==> config.mk <==
export PLATFORM = sky130hd
export DESIGN_NAME = dicke_switch_scheduler
export DESIGN_NICKNAME = d
export VERILOG_FILES = /design/src/rtl/dicke_switch_scheduler.sv
export SDC_FILE = /design/constraint.sdc
export NUM_CORES = 1
export LEC_CHECK = 0
export ABC_AREA = 1
export CAP_MARGIN = 5
export CORE_MARGIN = 1
export CORE_UTILIZATION = 45
export CTS_BUF_LIST = sky130_fd_sc_hd__clkbuf_4
export CTS_CLUSTER_SIZE = 40
export DETAILED_ROUTE_END_ITERATION = 8
export RECOVER_POWER = 25
export SETUP_SLACK_MARGIN = 0.4
export SLEW_MARGIN = 20
export SYNTH_ARGS = -nofsm -noshare
export SYNTH_HDL_FRONTEND = slang
export SYNTH_SLANG_ARGS = --single-unit
==> constraint.sdc <==
create_clock -name clk -period 6.31 [get_ports clk]
set_clock_uncertainty 0.05 [all_clocks]
set_input_delay 0.631 -clock clk [delete_from_list [all_inputs] [get_ports clk]]
set_output_delay 0.631 -clock clk [all_outputs]
set_load 0.02 [all_outputs]
==> src/rtl/dicke_switch_scheduler.sv <==
// Dicke switch sequencer: switch drive, settle blanking, demod reference and slotted ADC launches tagged with switch phase.
// All outputs registered (one cycle); no backpressure: a slot that finds the ADC busy is dropped and flagged sticky in overrun.
module dicke_switch_scheduler #(
   parameter int unsigned HALF_PERIOD = 50000,
   parameter int unsigned SETTLE      = 5000,
   parameter int unsigned SAMPLES     = 8,
   parameter int unsigned SPACING     = 1000,
   parameter int unsigned CW          = 20
) (
   input  logic clk,
   input  logic clr,
   input  logic enable,
   input  logic adc_done,
   output logic adc_start,
   output logic switch_pwm,
   output logic demod,
   output logic blank,
   output logic sample_valid,
   output logic sample_phase,
   output logic frame_done,
   output logic overrun
);
   localparam int unsigned KW  = $clog2(SAMPLES + 1);
   localparam int unsigned CW1 = CW + 1;
   localparam logic [CW-1:0] T_LAST   = CW'(HALF_PERIOD - 1);
   localparam logic [CW-1:0] T_SETTLE = CW'(SETTLE);
   localparam logic [CW:0]   SPACE_W  = CW1'(SPACING);
   localparam logic [CW:0]   HP_W     = CW1'(HALF_PERIOD);
   localparam logic [KW-1:0] K_LAST   = KW'(SAMPLES - 1);

   typedef enum logic [1:0] {ST_IDLE, ST_SETTLE, ST_SAMPLE, ST_HOLD} state_t;

   state_t        state;
   logic [CW-1:0] t;
   logic [CW-1:0] next_launch;
   logic [KW-1:0] k;
   logic          busy;
   logic          launch_phase;

   logic          boundary;
   logic          launch_slot;
   logic [CW-1:0] t_nxt;
   logic [CW:0]   nl_sum;

   // Decisions look at the timer value of the coming cycle so registered outputs line up with t.
   assign boundary    = (state != ST_IDLE) && (t == T_LAST);
   assign t_nxt       = boundary ? '0 : t + 1'b1;
   assign launch_slot = ((state == ST_SETTLE) || (state == ST_SAMPLE)) && !boundary && (t_nxt == next_launch);
   assign nl_sum      = {1'b0, next_launch} + SPACE_W;

   always_ff @(posedge clk or posedge clr) begin
      if (clr) begin
         state        <= ST_IDLE;
         t            <= '0;
         next_launch  <= T_SETTLE;
         k            <= '0;
         busy         <= 1'b0;
         launch_phase <= 1'b0;
         adc_start    <= 1'b0;
         switch_pwm   <= 1'b0;
         demod        <= 1'b0;
         blank        <= 1'b1;
         sample_valid <= 1'b0;
         sample_phase <= 1'b0;
         frame_done   <= 1'b0;
         overrun      <= 1'b0;
      end else begin
         adc_start    <= 1'b0;
         sample_valid <= 1'b0;
         frame_done   <= 1'b0;

         if (adc_done && busy) begin
            sample_valid <= 1'b1;
            sample_phase <= launch_phase;
            busy         <= 1'b0;
         end

         case (state)
            ST_IDLE: begin
               if (enable) begin
                  state       <= ST_SETTLE;
                  t           <= '0;
                  k           <= '0;
                  next_launch <= T_SETTLE;
               end
            end
            default: begin
               t     <= t_nxt;
               blank <= (t_nxt < T_SETTLE);
               if (t_nxt == T_SETTLE)
                  demod <= boundary ? ~switch_pwm : switch_pwm;

               if (boundary) begin
                  k           <= '0;
                  next_launch <= T_SETTLE;
                  state       <= ST_SETTLE;
                  // A conversion still outstanding at the edge belongs to the old phase: drop it.
                  if (busy && !adc_done) begin
                     busy    <= 1'b0;
                     overrun <= 1'b1;
                  end
                  if (switch_pwm)
                     frame_done <= 1'b1;
                  if (switch_pwm && !enable) begin
                     state      <= ST_IDLE;
                     switch_pwm <= 1'b0;
                     demod      <= 1'b0;
                     blank      <= 1'b1;
                  end else begin
                     switch_pwm <= ~switch_pwm;
                  end
               end else begin
                  if ((state == ST_SETTLE) && (t_nxt == T_SETTLE))
                     state <= ST_SAMPLE;
                  if (launch_slot) begin
                     if (busy) begin
                        overrun <= 1'b1;
                     end else begin
                        adc_start    <= 1'b1;
                        busy         <= 1'b1;
                        launch_phase <= switch_pwm;
                     end
                     k           <= k + 1'b1;
                     next_launch <= nl_sum[CW-1:0];
                     // Remaining slots past the phase end are skipped without flagging.
                     if ((k == K_LAST) || (nl_sum >= HP_W))
                        state <= ST_HOLD;
                  end
               end
            end
         endcase
      end
   end
endmodule
==> impl_results.md, run 1 <==
* Initial antenna violation count at 0
* Required time worst endpoint at ~6500 ps
* Max-capacitance violation count at 1
* Tmin final at 4136 ps
* First-pass GRT wire length at between 15 and 20 mm
* Drt pass-1 iters at 5
* Via Count at around 3800
* Initial Utilization at 0.4720
* FMAX at around 0.24 GHz
* Clk sink count at 53
* Inserted Clock Buffers at 5
* Final Util at 0.4987
* Total Nets Final at approximately 600
* Slew Viols, Final at 54
* Core Area at around 8400 um2
* Total track usage at 0.2553
* Die Y at about 96 um
* CP arrival at 4360 ps
* DP Worst Slack at roughly 2200 ps
* Post-Syn Area per Cell at ~6.6 um2
* Seq cells post-synth at 53
* Fill count at about 880
* Final ANT Viol Nets at 0
* Startpoint types: register
* GRT Residual Overflow at 0
* Synth-to-Final Area Change at 5.661%
* Placer Congestion at a little over 0.9
* Worst-path clk slew at between 150 and 200 ps
* Netlist cell types at 38
* Worst hold-check path type: reg -> reg
* Core Rows at 33
* DRC Markers at 0
* Post-Route WL at around 11 mm
* Post-Synthesis Cell Area at between 3000 and 4000 um2
* CTS tree: yes
* WHS at ~430 ps
* Root buf cell: clkbuf_4
* Final WS setup at between 2000 and 2500 ps
* Outcome: finished, violations left
* Diodes inserted at 0
* Setup crit end kind: register
* RSZ-0062 raised after global routing: false
* Mapped Cells at approximately 600
* Maximum VDD drop at a little under 0.00007 V
* Iteration-0 DRC Markers at roughly 240
* Largest net degree at the start of global routing at between 50 and 60
* Endpoints failing hold at 0
* CTS resizes at 0
* Post-synth EDFFs at 0
* DP HPWL at just over 8 mm
* Max-slew headroom at -0.9414
* Yosys top cell by area: dfrtp_1
* Synth top area share at 0.2973
* Largest cells by area after synthesis: dfrtp_1 30%, nand2_1 19%, nand3_1 8.0%
* Pwr dens at approximately 120 nW/um2
* Final Cycle Share at 0.6555
* Fraction of the yosys area taken by sequential cells at 0.3371
* Vias in the first global route at ~3600
* Clk buf depth at 2
* Worst-path fanout max at 21
* Ys flop type: dfrtp_1
* Worst-Margin Slew at between 2000 and 3000 ps
* Die Wd at roughly 96 um
* Routed length per instance at between 15 and 20 um
* Flop-to-flop setup slack at ~2200 ps
* Layout cell share with drive strength beyond 1 at 0.06919
* Post-DP Area at around 4100 um2
* Pleak at ~0.0020 uW
* Critical path class: reg -> reg
* Post-synth ARST share at 1.000
* Post-CTS Hold Buffers at 0
* Postcts setup bufs at 0
* # port buffers at 11
* Die ar. at about 9000 um2
* Setup TNS at 0 ps
* Syn nets at between 600 and 700
* YS warnings at 0
* CTS H-tree depth at 2
* Final Instance Area at between 4000 and 5000 um2
* Endpoints failing setup at 0
* Drt via density at 5.316
* Failing checks: capacitance limit, slew limit
* Clock latency on the worst-skew pair at about 380 ps
* I/O pin total at 12
## cell families (layout without fill, tap and decap cells)
| family | count (synthesis) | in the layout | synth area share |
|---|---|---|---|
| buf+inv | 90 | 96 | 0.09045 |
| compound gates | 47 | 47 | 0.06831 |
| fa+ha+maj | 6 | 6 | 0.01897 |
| flops | 53 | 53 | 0.3371 |
| simple gates | 387 | 387 | 0.4453 |
| xor+xnor | 18 | 18 | 0.03985 |
## where the power goes
part	switching [uW]	internal, uW	leakage, uW
clock	112	40.7	0.0000300
sequential	0.0000000000000353	340	0.000620
combinational	7.11	1.53	0.00136
## metal layers
metal,global-route usage,share of wire
met1,0.3515,0.49
met2,0.4238,0.47
met3,0.03002,0.028
met4,0.06965,0.022
met5,0,0
## layout by cell type (no fill, tap or decap), types with 2 or more instances in the layout
cell type	count
a21oi_1	9
clkbuf_4	5
clkdlybuf4s50_1	9
clkinv_1	4
clkinv_2	2
dfrtp_1	47
dfstp_2	6
dlygate4sd3_1	2
ha_1	6
inv_1	71
inv_2	2
nand2_1	196
nand2_2	5
nand3_1	63
nand3_2	5
nand3b_1	8
nand4_1	22
nor2_1	69
nor2_2	3
nor2_4	5
nor3_1	3
o21ai_0	13
o21ai_1	3
o22ai_1	17
o31ai_1	2
or2_2	3
xnor2_1	2
xor2_1	16
## stage by stage
stage / power (uW) / cells
finish: 501.3 / 712
global route: 520.5 / 712
CTS: 509.8 / 712
detailed placement: 356.1 / 704
global placement: 356.0 / 704
floorplan: 351.1 / 601
## worst paths after layout
check	start	to	cells past startpoint
min in group asynchronous	clr	sample_phase$_DFFE_PP0P_	3
worst min register to register	blank$_DFFE_PP1P_	blank$_DFFE_PP1P_	2
worst max-delay path	state[0]$_DFFE_PP0P_	next_launch[19]$_DFFE_PP0P_	12
worst max register to register	state[0]$_DFFE_PP0P_	next_launch[19]$_DFFE_PP0P_	12
worst min-delay path	blank$_DFFE_PP1P_	blank$_DFFE_PP1P_	2
max in group asynchronous	clr	next_launch[19]$_DFFE_PP0P_	3
## flip-flops by register name, summed over array words and instances (netlist names)
name and count:
t 20, next_launch 17, k 4, state 2
adc_start 1, blank 1, busy 1, demod 1
frame_done 1, launch_phase 1, overrun 1, sample_phase 1
sample_valid 1, switch_pwm 1
## synth_stat cells (6+ instances only)
| library cell | number |
|---|---|
| dfrtp_1 | 47 |
| xor2_1 | 16 |
| inv_1 | 72 |
| nand3b_1 | 8 |
| nand3_1 | 63 |
| o21ai_0 | 13 |
| nand2_1 | 196 |
| nand4_1 | 22 |
| ha_1 | 6 |
| dfstp_2 | 6 |
| nor2_1 | 69 |
| o22ai_1 | 17 |
| a21oi_1 | 9 |
## area by class of cell
type | instances | area [um2] | share of cell area
Clock buffer | 5 | 37.54 | 0.008979
Multi-Input combinational cell | 458 | 2265 | 0.5418
Sequential cell | 53 | 1334 | 0.3191
Timing Repair Buffer | 12 | 113.9 | 0.02724
Inverter | 76 | 286.5 | 0.06854
Clock inverter | 3 | 12.51 | 0.002993
Tap cell | 105 | 131.4 | 0.03143
## critical path, cell delays in order, from the launching register on
cell      delay, ps
dfrtp_1         440
inv_1            70
ha_1            730
inv_1           450
nand4_1         780
nand3_2         230
nand2_1         110
nand2_1          70
nand3b_1        200
nor2_4          190
nand3_2         410
nand3_1         190
nand2_1          80
Power figures use the tool's default switching activity.
==> inputs of run 2 (changes only) <==
==> constraint.sdc (replaced) <==
create_clock -name clk -period 4.14 [get_ports clk]
set_clock_uncertainty 0.05 [all_clocks]
set_input_delay 0.414 -clock clk [delete_from_list [all_inputs] [get_ports clk]]
set_output_delay 0.414 -clock clk [all_outputs]
set_load 0.02 [all_outputs]
==> impl_results.md, run 2 (synthesized netlist as in run 1, its figures left out) <==
* Initial Utilization at 0.4720 (unchanged)
* Pleak at 0.002056 uW (was 0.002011 uW)
* FF-to-FF Start: t[0]$_DFFE_PP0P_ (was state[0]$_DFFE_PP0P_)
* Most flops, register: t (unchanged)
* Comb power frac at 0.016 (was 0.017)
* # port buffers at 11 (unchanged)
* Failing checks: capacitance limit, slew limit (unchanged)
* Iteration-0 DRC Markers at 181 (was 243)
* Part of the power in the clock network at 0.409 (was 0.304)
* Internal power at 708.5 uW (was 382.3 uW)
* Drt via density at 5.365 (was 5.316)
* Clk buf depth at 2 (unchanged)
* Setup crit end kind: register (unchanged)
* I/O pin total at 12 (unchanged)
* Critical path class: reg -> reg (unchanged)
* Worst-path fanout max at 20 (was 21)
* Total Nets Final at 620 (was 616)
* Hold path depth at 2 (unchanged)
* Total track usage at 0.2646 (was 0.2553)
* First-pass GRT wire length at 18.32 mm (was 17.71 mm)
* Drt pass-1 iters at 4 (was 5)
* WHS at 432.0 ps (was 430.1 ps)
* Regs by FF count: t: 20 flops, next_launch: 17 flops, k: 4 flops (unchanged)
* Startpoint types: register (unchanged)
* Core Rows at 33 (unchanged)
* Endpoints failing hold at 0 (unchanged)
* Core Area at 8382 um2 (unchanged)
* Fill count at 867 (was 877)
* Reg power frac at 0.576 (was 0.678)
* Vias in the first global route at 3633 (was 3556)
* CTS resizes at 0 (unchanged)
* Endpoints failing setup at 0 (unchanged)
* Max-capacitance violation count at 1 (unchanged)
* Tmin final at 2968 ps (was 4136 ps)
* Maximum VDD drop at 0.0001479 V (was 0.00006730 V)
* Hold EP: blank$_DFFE_PP1P_ (unchanged)
* Path depth of the worst reg2reg path at 14 (was 12)
* Postcts setup bufs at 0 (unchanged)
* GRT Residual Overflow at 0 (unchanged)
* Clock latency on the worst-skew pair at 380 ps (about the same)
* Routed length per instance at 15.70 um (was 15.02 um)
* Die Wd at 95.77 um (unchanged)
* Worst reg2reg path endpoint: next_launch[13]$_DFFE_PP0P_ (was next_launch[19]$_DFFE_PP0P_)
* Via Count at 3841 (was 3785)
* Post-Route WL at 11.24 mm (was 10.70 mm)
* Max-slew headroom at -0.5202 (was -0.9414)
* Root buf cell: clkbuf_4 (unchanged)
* FMAX at 0.3369 GHz (was 0.2418 GHz)
* Switching part of the total at 0.2134 (was 0.2373)
* Initial antenna violation count at 0 (unchanged)
* Layout Cells excl Fill at 716 (was 712)
* RSZ-0062 raised after global routing: false (unchanged)
* Clk sink count at 53 (unchanged)
* CTS tree: yes (unchanged)
* Required time worst endpoint at 4380 ps (was 6530 ps)
* Pwr Total at 900.8 uW (was 501.3 uW)
* Final ANT Viol Nets at 0 (unchanged)
* Most frequent cells in the layout: 196 x nand2_1, 71 x inv_1, 69 x nor2_1 (unchanged)
* Largest net degree at the start of global routing at 50 (was 54)
* Worst hold-check path type: reg -> reg (unchanged)
* Final Cycle Share at 0.7169 (was 0.6555)
* Pwr dens at 211.1 nW/um2 (was 119.9 nW/um2)
* Flop-to-flop setup slack at 1170 ps (was 2170 ps)
* Setup TNS at 0 ps (unchanged)
* Outcome: finished, violations left (unchanged)
* Placer Congestion at 0.9468 (was 0.9047)
* Die Y at 95.77 um (unchanged)
* DRC Markers at 0 (unchanged)
* Slew Viols, Final at 50 (was 54)
* Diodes inserted at 0 (unchanged)
* Worst Hold Launch: blank$_DFFE_PP1P_ (unchanged)
* Net switching power at 192.3 uW (was 119.0 uW)
* Placed Cells at 708 (was 704)
* Final Util at 0.5092 (was 0.4987)
* Synth-to-Final Area Change at 7.875% (was 5.661%)
* Most common cell after layout, fill and taps aside: nand2_1 (unchanged)
* DP HPWL at 8.559 mm (was 8.222 mm)
* Inserted Clock Buffers at 5 (unchanged)
* CP arrival at 3210 ps (was 4360 ps)
* Die ar. at 9171 um2 (unchanged)
* Worst-Margin Slew at 2268 ps (was 2912 ps)
* Layout cell share with drive strength beyond 1 at 0.08183 (was 0.06919)
* CTS H-tree depth at 2 (unchanged)
* Post-CTS Hold Buffers at 0 (unchanged)
* Worst-path clk slew at 160 ps (about the same)
* Max FFs per register at 20 (unchanged)
[run 2: cell types whose count changed in the layout (fill, tap and decap cells not counted)]
cell,before,now
clkinvlp_2,0,1
clkinv_1,4,1
clkbuf_1,1,0
bufinv_16,0,2
buf_4,0,5
[run 2: metal layers]
layer	wire, um	share of wire	GRT usage	up-vias
met2	5059	0.45	0.4196	86
met1	5443	0.48	0.3680	1785
met4	308	0.027	0.09080	0
met3	428	0.038	0.03870	22
met5	0	0	0	-
li1	-	-	-	1948
[run 2: power groups by stage]
| stage | clock [uW] | sequential [uW] | combinational (uW) |
|---|---|---|---|
| after floorplan | 0 | 528 | 7.53 |
| after global placement | 0 | 528 | 15.3 |
| after detailed placement | 0 | 528 | 15.3 |
| after CTS | 375 | 518 | 15.3 |
| after global routing | 389 | 519 | 16.8 |
| final | 368 | 518 | 14.1 |
[run 2: cell type report]
class	instances	area, um2	area share
Multi-Input combinational cell	458	2265	0.5306
Sequential cell	53	1334	0.3125
Inverter	76	287.8	0.06743
Timing Repair Buffer	16	147.6	0.03459
Tap cell	105	131.4	0.03078
Clock inverter	3	65.06	0.01524
Clock buffer	5	37.54	0.008795
[run 2: stage by stage]
stage,instance area (um2),setup WS [ps]
4_1_cts,4267,1186
3_5_place_dp,4164,1216
5_1_grt,4268,873.8
2_1_floorplan,3956,1851
6_report,4268,1172
3_3_place_gp,4164,1253
[run 2: how the worst max path moves through the flow]
stage,startpoint,end,slack (ps)
finish,t[0]$_DFFE_PP0P_,next_launch[13]$_DFFE_PP0P_,1170
global route,t[0]$_DFFE_PP0P_,next_launch[19]$_DFFE_PP0P_,870
CTS,t[0]$_DFFE_PP0P_,next_launch[13]$_DFFE_PP0P_,1190
detailed placement,t[0]$_DFFE_PP0P_,next_launch[6]$_DFFE_PP0P_,1220
global placement,state[0]$_DFFE_PP0P_,next_launch[19]$_DFFE_PP0P_,1250
floorplan,t[0]$_DFFE_PP0P_,k[0]$_DFFE_PP0P_,1850
[run 2: worst max-delay path, stage by stage (launching register included)]
cell and delay (ps):
dfrtp_1 500, ha_1 310, nand2_1 90, nor2_2 230, nand2_2 130, o21ai_1 180
nand2_1 110, nand2_1 140, nand4_1 100, nor2_1 140, nand2_2 100, nor2_8 130
nand3_2 380, nand3_1 200, nand2_1 70
